===== config.mk =====
export PLATFORM = sky130hd
export DESIGN_NAME = uart_tx_fifo_flat
export DESIGN_NICKNAME = d
export VERILOG_FILES = /design/src/rtl/uart_tx_fifo_if.sv /design/src/rtl/uart_tx_fifo.sv /design/src/flat_wrapper.sv
export SDC_FILE = /design/constraint.sdc
export NUM_CORES = 1
export LEC_CHECK = 0
export BUFFER_PORTS_ARGS = -buffer_cell sky130_fd_sc_hd__buf_2
export CORE_MARGIN = 10
export CORE_UTILIZATION = 54
export CTS_CLUSTER_SIZE = 10
export DETAILED_ROUTE_END_ITERATION = 16
export PLACE_DENSITY_LB_ADDON = 0.05
export SYNTH_ARGS = -nofsm -noshare
export SYNTH_HDL_FRONTEND = slang
export SYNTH_SLANG_ARGS = --single-unit

===== constraint.sdc =====
create_clock -name clk -period 4.15 [get_ports clk]
set_clock_uncertainty 0.1 [all_clocks]
set_input_delay 0.415 -clock clk [delete_from_list [all_inputs] [get_ports clk]]
set_output_delay 0.415 -clock clk [all_outputs]
set_load 0.05 [all_outputs]

===== src/rtl/uart_tx_fifo_if.sv =====
// Purpose: groups the byte-push side and the serial/status outputs of the UART transmitter.
// Latency: none, wires only.
// Backpressure: full is the only flow control; producers must hold off while it is high.
interface uart_tx_fifo_if #(
    parameter int PTR_W = 3
);
    logic             wr_en;
    logic [7:0]       wr_data;
    logic             full;
    logic [PTR_W:0]   count;
    logic             tx_busy;
    logic             dout;

    // Producer side: pushes bytes and watches the status and line.
    modport master (
        output wr_en,
        output wr_data,
        input  full,
        input  count,
        input  tx_busy,
        input  dout
    );

    // Transmitter side.
    modport slave (
        input  wr_en,
        input  wr_data,
        output full,
        output count,
        output tx_busy,
        output dout
    );
endinterface


===== src/rtl/uart_tx_fifo.sv =====
// Purpose: 8N1 UART transmitter fed by a byte FIFO; drains the FIFO back-to-back onto dout.
// Latency: a push into an empty FIFO with the line idle drives the start bit on the next edge.
// Backpressure: full when FIFO_DEPTH bytes are queued; pushes while full are dropped silently.
module uart_tx_fifo #(
    parameter int BAUD_DIV   = 5208,
    parameter int FIFO_DEPTH = 8,
    parameter int PTR_W      = 3
) (
    input  logic              clk,
    input  logic              reset,
    uart_tx_fifo_if.slave     bus
);
    localparam int BCNT_W = (BAUD_DIV > 2) ? $clog2(BAUD_DIV) : 1;
    localparam logic [BCNT_W-1:0] BCNT_MAX   = BCNT_W'(BAUD_DIV - 1);
    localparam logic [PTR_W:0]    COUNT_FULL = (PTR_W + 1)'(FIFO_DEPTH);

    typedef enum logic [1:0] {
        IDLE  = 2'd0,
        START = 2'd1,
        DATA  = 2'd2,
        STOP  = 2'd3
    } state_t;

    state_t            state_q, state_d;
    logic [BCNT_W-1:0] bcnt_q, bcnt_d;
    logic [2:0]        bitcnt_q, bitcnt_d;
    logic [7:0]        shift_q, shift_d;
    logic              dout_q, dout_d;

    logic [PTR_W-1:0]  wr_ptr_q, wr_ptr_d;
    logic [PTR_W-1:0]  rd_ptr_q, rd_ptr_d;
    logic [PTR_W:0]    count_q, count_d;
    logic              full_q, full_d;

    logic [7:0]        fifo_mem [FIFO_DEPTH];

    logic              push;
    logic              pop;
    logic              bit_end;

    // A push is judged against the registered full flag, so a pop on the
    // same edge never rescues a byte offered while full.
    assign push    = bus.wr_en && !full_q;
    assign bit_end = (bcnt_q == BCNT_MAX);

    // Frame sequencer: next state, baud/bit counters, shifter and line level.
    always_comb begin
        state_d  = state_q;
        bcnt_d   = bcnt_q;
        bitcnt_d = bitcnt_q;
        shift_d  = shift_q;
        dout_d   = dout_q;
        pop      = 1'b0;

        case (state_q)
            IDLE: begin
                dout_d = 1'b1;
                bcnt_d = '0;
                if (count_q != '0) begin
                    pop     = 1'b1;
                    shift_d = fifo_mem[rd_ptr_q];
                    dout_d  = 1'b0;
                    state_d = START;
                end
            end
            START: begin
                if (bit_end) begin
                    bcnt_d   = '0;
                    bitcnt_d = '0;
                    dout_d   = shift_q[0];
                    state_d  = DATA;
                end else begin
                    bcnt_d = bcnt_q + 1'b1;
                end
            end
            DATA: begin
                if (bit_end) begin
                    bcnt_d   = '0;
                    shift_d  = {1'b0, shift_q[7:1]};
                    bitcnt_d = bitcnt_q + 1'b1;
                    if (bitcnt_q == 3'd7) begin
                        dout_d  = 1'b1;
                        state_d = STOP;
                    end else begin
                        dout_d = shift_q[1];
                    end
                end else begin
                    bcnt_d = bcnt_q + 1'b1;
                end
            end
            STOP: begin
                if (bit_end) begin
                    bcnt_d = '0;
                    // Chain straight into the next start bit when more is queued.
                    if (count_q != '0) begin
                        pop     = 1'b1;
                        shift_d = fifo_mem[rd_ptr_q];
                        dout_d  = 1'b0;
                        state_d = START;
                    end else begin
                        state_d = IDLE;
                    end
                end else begin
                    bcnt_d = bcnt_q + 1'b1;
                end
            end
            default: begin
                dout_d  = 1'b1;
                bcnt_d  = '0;
                state_d = IDLE;
            end
        endcase
    end

    // FIFO bookkeeping: pointers wrap naturally at PTR_W bits.
    always_comb begin
        wr_ptr_d = wr_ptr_q;
        rd_ptr_d = rd_ptr_q;
        count_d  = count_q;
        if (push) begin
            wr_ptr_d = wr_ptr_q + 1'b1;
        end
        if (pop) begin
            rd_ptr_d = rd_ptr_q + 1'b1;
        end
        case ({push, pop})
            2'b10:   count_d = count_q + 1'b1;
            2'b01:   count_d = count_q - 1'b1;
            default: count_d = count_q;
        endcase
        full_d = (count_d == COUNT_FULL);
    end

    // Control and status registers; reset aborts any frame and empties the FIFO.
    always_ff @(posedge clk or negedge reset) begin
        if (!reset) begin
            state_q  <= IDLE;
            bcnt_q   <= '0;
            bitcnt_q <= '0;
            shift_q  <= '0;
            dout_q   <= 1'b1;
            wr_ptr_q <= '0;
            rd_ptr_q <= '0;
            count_q  <= '0;
            full_q   <= 1'b0;
        end else begin
            state_q  <= state_d;
            bcnt_q   <= bcnt_d;
            bitcnt_q <= bitcnt_d;
            shift_q  <= shift_d;
            dout_q   <= dout_d;
            wr_ptr_q <= wr_ptr_d;
            rd_ptr_q <= rd_ptr_d;
            count_q  <= count_d;
            full_q   <= full_d;
        end
    end

    // Byte storage needs no reset: an empty count makes stale entries unreachable.
    always_ff @(posedge clk) begin
        if (push) begin
            fifo_mem[wr_ptr_q] <= bus.wr_data;
        end
    end

    assign bus.full    = full_q;
    assign bus.count   = count_q;
    assign bus.tx_busy = (state_q != IDLE);
    assign bus.dout    = dout_q;

endmodule


===== src/flat_wrapper.sv =====
// flat-port wrapper written by rule: the top's interface ports become plain ports
module uart_tx_fifo_flat 
#(
    parameter int BAUD_DIV   = 5208,
    parameter int FIFO_DEPTH = 8,
    parameter int PTR_W      = 3
)
  (clk, reset, bus_wr_en, bus_wr_data, bus_full, bus_count, bus_tx_busy, bus_dout);
  uart_tx_fifo_if #(.PTR_W(PTR_W)) bus_i ();
  input  logic clk;
  input  logic reset;
  input wire logic [$bits(bus_i.wr_en)-1:0] bus_wr_en;
  input wire logic [$bits(bus_i.wr_data)-1:0] bus_wr_data;
  output wire logic [$bits(bus_i.full)-1:0] bus_full;
  output wire logic [$bits(bus_i.count)-1:0] bus_count;
  output wire logic [$bits(bus_i.tx_busy)-1:0] bus_tx_busy;
  output wire logic [$bits(bus_i.dout)-1:0] bus_dout;
  assign bus_i.wr_en = bus_wr_en;
  assign bus_i.wr_data = bus_wr_data;
  assign bus_full = bus_i.full;
  assign bus_count = bus_i.count;
  assign bus_tx_busy = bus_i.tx_busy;
  assign bus_dout = bus_i.dout;
  uart_tx_fifo #(.BAUD_DIV(BAUD_DIV), .FIFO_DEPTH(FIFO_DEPTH), .PTR_W(PTR_W)) u_core (.clk(clk), .reset(reset), .bus(bus_i));
endmodule

==> Word-level counts from Yosys, hierarchy flattened <==
Memories as Yosys holds them, arrays and structs flattened.
Index checks and enable logic that the tools add are counted.
{ "word_totals": {"reg_bits": 38, "mem_bits_rw": 64, "mem_count": 1, "output_inout_bits": 7} }
{ "memory_table": {"columns": ["memory", "words", "word_bits", "read_ports", "rd_clocked_by_memory_dff", "wr", "line_no", "text"], "rows": [
  ["u_core.fifo_mem", 8, 8, 1, 0, 1, "uart_tx_fifo.sv:35", "logic [7:0] fifo_mem [FIFO_DEPTH];"]
]} }
{ "classes": {"n_eq_ne": 14, "reduce_logical": 12, "mux": 29, "add_sub_neg": 6} }
{ "op_table": {"columns": ["operator", "count"], "rows": [
  ["13-bit one-hot mux with 2 select lines", 1],
  ["8-bit two-way mux", 3],
  ["8-bit one-hot mux with 3 select lines", 1],
  ["13-bit by 1-bit adder with 13-bit output (second input constant)", 1],
  ["13-bit equality test (second input constant)", 1],
  ["13-bit two-way mux", 1],
  ["2-bit by 1-bit inequality test with 1-bit output (second input constant)", 6],
  ["1-bit two-way mux", 11],
  ["2-bit two-way mux", 5],
  ["3-bit by 1-bit adder with 3-bit output (second input constant)", 3],
  ["2-bit one-hot mux with 4 select lines", 1],
  ["4-bit one-hot mux with 2 select lines", 1],
  ["2-bit equality test (second input constant)", 3],
  ["3-bit two-way mux", 2],
  ["3-bit one-hot mux with 2 select lines", 1],
  ["3-bit AND reduction", 2],
  ["5-bit AND reduction", 1],
  ["4-bit by 1-bit adder with 4-bit output (second input constant)", 1],
  ["2-bit by 1-bit equality test with 1-bit output (second input constant)", 2],
  ["4-bit equality test (second input constant)", 1],
  ["1-bit one-hot mux with 4 select lines", 1],
  ["4-bit AND reduction", 1],
  ["2-bit nonzero test", 2],
  ["4-bit nonzero test", 1],
  ["other kinds (8)", 8]
]} }

==> Longest topological paths before layout <==
{ "logic_depth": {"depth_word": 7, "mapped_depth": 12} }

==> Least setup slack after synthesis <==
Ideal clock, no wire load.
{ "synth_timing": {"kind": "register -> register", "from": "reg u_core.count_q[2], in the netlist u_core.bus.count[2]", "to": "reg u_core.full_q, in the netlist u_core.bus.full", "setup_slack_ps": 1045, "path_stages_with_launch": 12, "period_less_slack_ps": 3105, "n_path_buf": 2, "setup_ps": 125, "t_arrival_ps": 2880, "cell_sequence": "dfrtp_1 > buf_6 > o41a_1 > nand4_1 > a21oi_1 > ha_1 > clkbuf_1 > inv_1 > and3_2 > mux2i_1 > o221ai_2 > mux2_4"} }
{ "synth_via": {"elab_chain_cells": 7, "elab_cells_between_ends": 10, "cone_classes": "add/sub (2); eq/ne (3); mux (4); reduce/logical (1)"} }
{ "synth_rtl": {"columns": ["element", "line_no", "text"], "rows": [
  ["start: declaration", "uart_tx_fifo.sv:32", "logic [PTR_W:0] count_q, count_d;"],
  ["start signal: assignment", "uart_tx_fifo.sv:154", "count_q <= count_d;"],
  ["4-bit nonzero test", "uart_tx_fifo.sv:59, uart_tx_fifo.sv:95", null],
  ["1-bit two-way mux", "uart_tx_fifo.sv:59, uart_tx_fifo.sv:95", null],
  ["1-bit two-way mux", "uart_tx_fifo.sv:92", "if (bit_end) begin"],
  ["1-bit one-hot mux with 2 select lines", "uart_tx_fifo.sv:55", "case (state_q)"],
  ["2-bit by 1-bit equality test with 1-bit output / 2-bit equality test (equally long branches)", "uart_tx_fifo.sv:126", "case ({push, pop})"],
  ["4-bit one-hot mux with 2 select lines *", "uart_tx_fifo.sv:126", null],
  ["4-bit equality test *", "uart_tx_fifo.sv:131", "full_d = (count_d == COUNT_FULL);"],
  ["named net u_core.full_d", "uart_tx_fifo.sv:33", "logic full_q, full_d;"],
  ["end signal: assignment", "uart_tx_fifo.sv:155", "full_q <= full_d;"],
  ["end: declaration", "uart_tx_fifo.sv:33", null]
]} }
The timed path passes the listed nets; every way through them passes the cells marked *.
A chain may end at the register's enable or synchronous reset.

==> Final worst setup path <==
{ "layout_timing": {"from": "reg u_core.state_q[0]", "to": "reg u_core.full_q, in the netlist u_core.bus.full"} }
{ "layout_via": {"elab_chain_cells": 5, "elab_cells_between_ends": 7, "cone_classes": "eq/ne (4); mux (2); reduce/logical (1)"} }
{ "layout_rtl": {"columns": ["element", "line_no", "text"], "rows": [
  ["start: declaration", "uart_tx_fifo.sv:24", "state_t state_q, state_d;"],
  ["start signal: assignment", "uart_tx_fifo.sv:147", "state_q <= state_d;"],
  ["2-bit equality test / 2-bit logical NOT (equally long branches)", "uart_tx_fifo.sv:55", null],
  ["1-bit one-hot mux with 2 select lines *", "uart_tx_fifo.sv:55", null],
  ["2-bit by 1-bit equality test with 1-bit output / 2-bit equality test (equally long branches)", "uart_tx_fifo.sv:126", null],
  ["4-bit one-hot mux with 2 select lines *", "uart_tx_fifo.sv:126", null],
  ["4-bit equality test *", "uart_tx_fifo.sv:131", null],
  ["named net u_core.full_d", "uart_tx_fifo.sv:33", null]
]} }
Marked as above.

==> impl_metrics.tcl <==
set metrics [dict create \
    setup.worst_path.start_class "flop" \
    p_int_mw 2.13 \
    ys_types 50 \
    maxSlewHeadroom 0.344 \
    worst_slew_pin_slew_ns 0.981 \
    setup_viol 0 \
    grt_overflow 0 \
    status "complete, no violations" \
    grt_max_degree 39 \
    cts_hold_buf 0 \
    ys_seq_elements 102 \
    synthesis.nets 333 \
    switching_share 0.372 \
    start_util 0.557 \
    post_cts_resized 0 \
    fp.dieH_um 112 \
    max_freq_ghz 0.325 \
    required_ns 4.31 \
    p_leak_nw 1.90 \
    r2r_slack_ns 1.08 \
    num_io_pins 18 \
    fillerInstances 657 \
    min_period_over_period 0.740 \
    critPathBufInv 1 \
    crit_end "u_core.bus.full" \
    synth-edff-count 64 \
    reg2reg_to "u_core.bus.full" \
    slew_violations 0 \
    synth_seq_area_share 0.628 \
    cp_slowest_cell "dfrtp_1" \
    fin_crit_ns 3.07 \
    track_usage 0.131 \
    final_net_count 349 \
    finalHoldViolCount 0 \
    syn_inst 309 \
    place_inst 419 \
    r2r_start "u_core.state_q[0]" \
    clk-insertion-delay-late_ns 0.37 \
    drt_first_iter_violations 90 \
    syn_area_um2 4580 \
    power_frac_comb 0.373 \
    final_common_cell "edfxtp_1" \
    cts_sinks 102 \
    clkPwrFrac 0.177 \
    mostFrequentLayoutCells "edfxtp_1, dfrtp_1, nor2_1" \
    fin_cells 435 \
    cp.arrival_ns 3.24 \
    routed_via_density 5.64 \
    ant_nets 0 \
    avgSynthCellArea_um2 14.8 \
    fin_tns_setup_ns 0 \
    die_area_um2 12600 \
    drt_wl_total_mm 7.82 \
    async_flop_share 0.373 \
    routabilityCongestion 0.758 \
    cp_cell_sequence "ha_1 > o41a_1 > nand4_1 > a21oi_1 > ha_1 > inv_1 > and3_2 > mux2i_1 > o221ai_2 > mux2_4" \
    grt_pass1_wl_mm 13.2 \
    tritoncts "done" \
    p_total_mw 3.39 \
    r2r_cells 10 \
    wl_per_cell_um 18.0 \
    syn_to_final_growth_pct 7.76 \
    yosysWarnings 0 \
    worstPathMaxFanout 8 \
    num_rows 33 \
    rsz0062_at_grt "no" \
    vias 2452 \
    antenna_found_initial 0 \
    hpwl_mm 5.08 \
    maxCapViolCount 0 \
    holdWs_ns 0.0549 \
    cpPeakStageDelay_ns 0.46 \
    synth_flop_cell "edfxtp_1" \
    powerDensity_nw_per_um2 688 \
    diodes 0 \
    grt_pass1_vias 2537 \
    holdCritPathClass "primary input to async pin" \
    firstDrtPassIters 4 \
    core_um2 8220 \
    portBuffers 17 \
    root_buffer "clkbuf_8" \
    p_seq_frac 0.450 \
    critPathMostFrequentCell "ha_1" \
    post_cts_buffers 0 \
    criticalPathCategory "flop to flop" \
    crit_cells 10 \
    htree_levels 3 \
    p_sw_mw 1.26 \
    drive_gt1_frac 0.230 \
    cts_buffers 9 \
    peakVddDrop_v 0.000300 \
    path_delay_family "compound AO/OA/AOI/OAI gates" \
    drc_errors 0 \
    worstSetupStartpoint "u_core.state_q[0]" \
    clk_pin_slew_ns 0.11 \
    clk_path_buf_depth 2 \
    die_x_um 112 \
    endpoint_kind "flop" \
]
[Yosys cell counts (4+ instances only)]
library cell | count | area, µm²
clkbuf_1 | 5 | 18.8
xnor2_1 | 9 | 78.8
nor2_1 | 26 | 97.6
mux2i_1 | 10 | 100
nand3_1 | 4 | 20.0
edfxtp_1 | 64 | 1920
xor2_1 | 8 | 70.1
a21oi_1 | 5 | 25.0
nand2b_1 | 5 | 31.3
nand2_1 | 25 | 93.8
mux4_2 | 16 | 360
ha_1 | 13 | 163
nor3_1 | 4 | 20.0
and3_1 | 8 | 50.1
inv_1 | 6 | 22.5
o21ai_0 | 10 | 50.1
dfrtp_1 | 37 | 926
mux2_2 | 11 | 124
[state kept, by name, indices dropped and copies added, names as in the netlist]
signal	count
u_core.bcnt_q	13
u_core.bitcnt_q	3
u_core.bus.count	4
u_core.bus.dout	1
u_core.bus.full	1
u_core.fifo_mem	64
u_core.rd_ptr_q	3
u_core.shift_q	8
u_core.state_q	2
u_core.wr_ptr_q	3
[routing by layer]
metal / global-route usage / wire length (µm) / up-vias
met3: 0.0314 / 233 / 8
li1: - / - / 1187
met5: 0 / 0 / -
met1: 0.167 / 3650 / 1232
met2: 0.215 / 3850 / 25
met4: 0.0415 / 95 / 0
[cells by family after synthesis]
family	Yosys count	share of synthesized area
and+or+nand+nor	89	0.0990
buffers and inverters	19	0.0205
adders and majority gates	13	0.0355
AOI/OAI and AO/OA	30	0.0503
DFF	102	0.628
muxes	39	0.134
xor gates and xnor gates	17	0.0325
[worst min-delay path by stage]
stage / to / depth (start not counted) / from
floorplan: u_core.bcnt_q[0] / 0 / reset
global placement: u_core.bcnt_q[0] / 1 / u_core.bcnt_q[0]
detailed placement: u_core.bcnt_q[0] / 1 / u_core.bcnt_q[0]
CTS: u_core.bitcnt_q[2] / 1 / reset
global route: u_core.bcnt_q[10] / 1 / reset
finish: u_core.bitcnt_q[2] / 1 / reset
[worst reg2reg max path, cell delays in order (launching register included)]
cell	delay (ns)
dfrtp_1	0.46
ha_1	0.25
o41a_1	0.23
nand4_1	0.18
a21oi_1	0.42
ha_1	0.38
inv_1	0.12
and3_2	0.21
mux2i_1	0.16
o221ai_2	0.15
mux2_4	0.32
[power groups by stage]
stage          logic, mW  registers (mW)  clock network, mW
6_report            1.26            1.53              0.601
5_1_grt             1.41            1.57              0.663
4_1_cts             1.28            1.53              0.626
3_5_place_dp        1.27            1.55                  0
3_3_place_gp        1.26            1.54                  0
2_1_floorplan       1.05            1.50                  0
[final cells by class]
type                       count  area, µm²  share of cell area
sequential                   102       2870               0.583
inverter                       6       22.5             0.00457
multi-input combinational    188       1620               0.328
timing repair buffer          18       92.6              0.0188
clock buffer                  10        128              0.0259
clock inverter                 6       65.1              0.0132
tap                          105        131              0.0266
[through the flow]
step | util | cell area (µm²) | setup slack (ns)
floorplan | - | 4580 | 1.04
global placement | 0.577 | 4740 | 1.11
detailed placement | 0.577 | 4740 | 1.11
CTS | 0.600 | 4930 | 1.10
global route | 0.600 | 4930 | 0.716
finish | 0.600 | 4930 | 1.08
No activity file was read; power rests on OpenSTA's default activity.
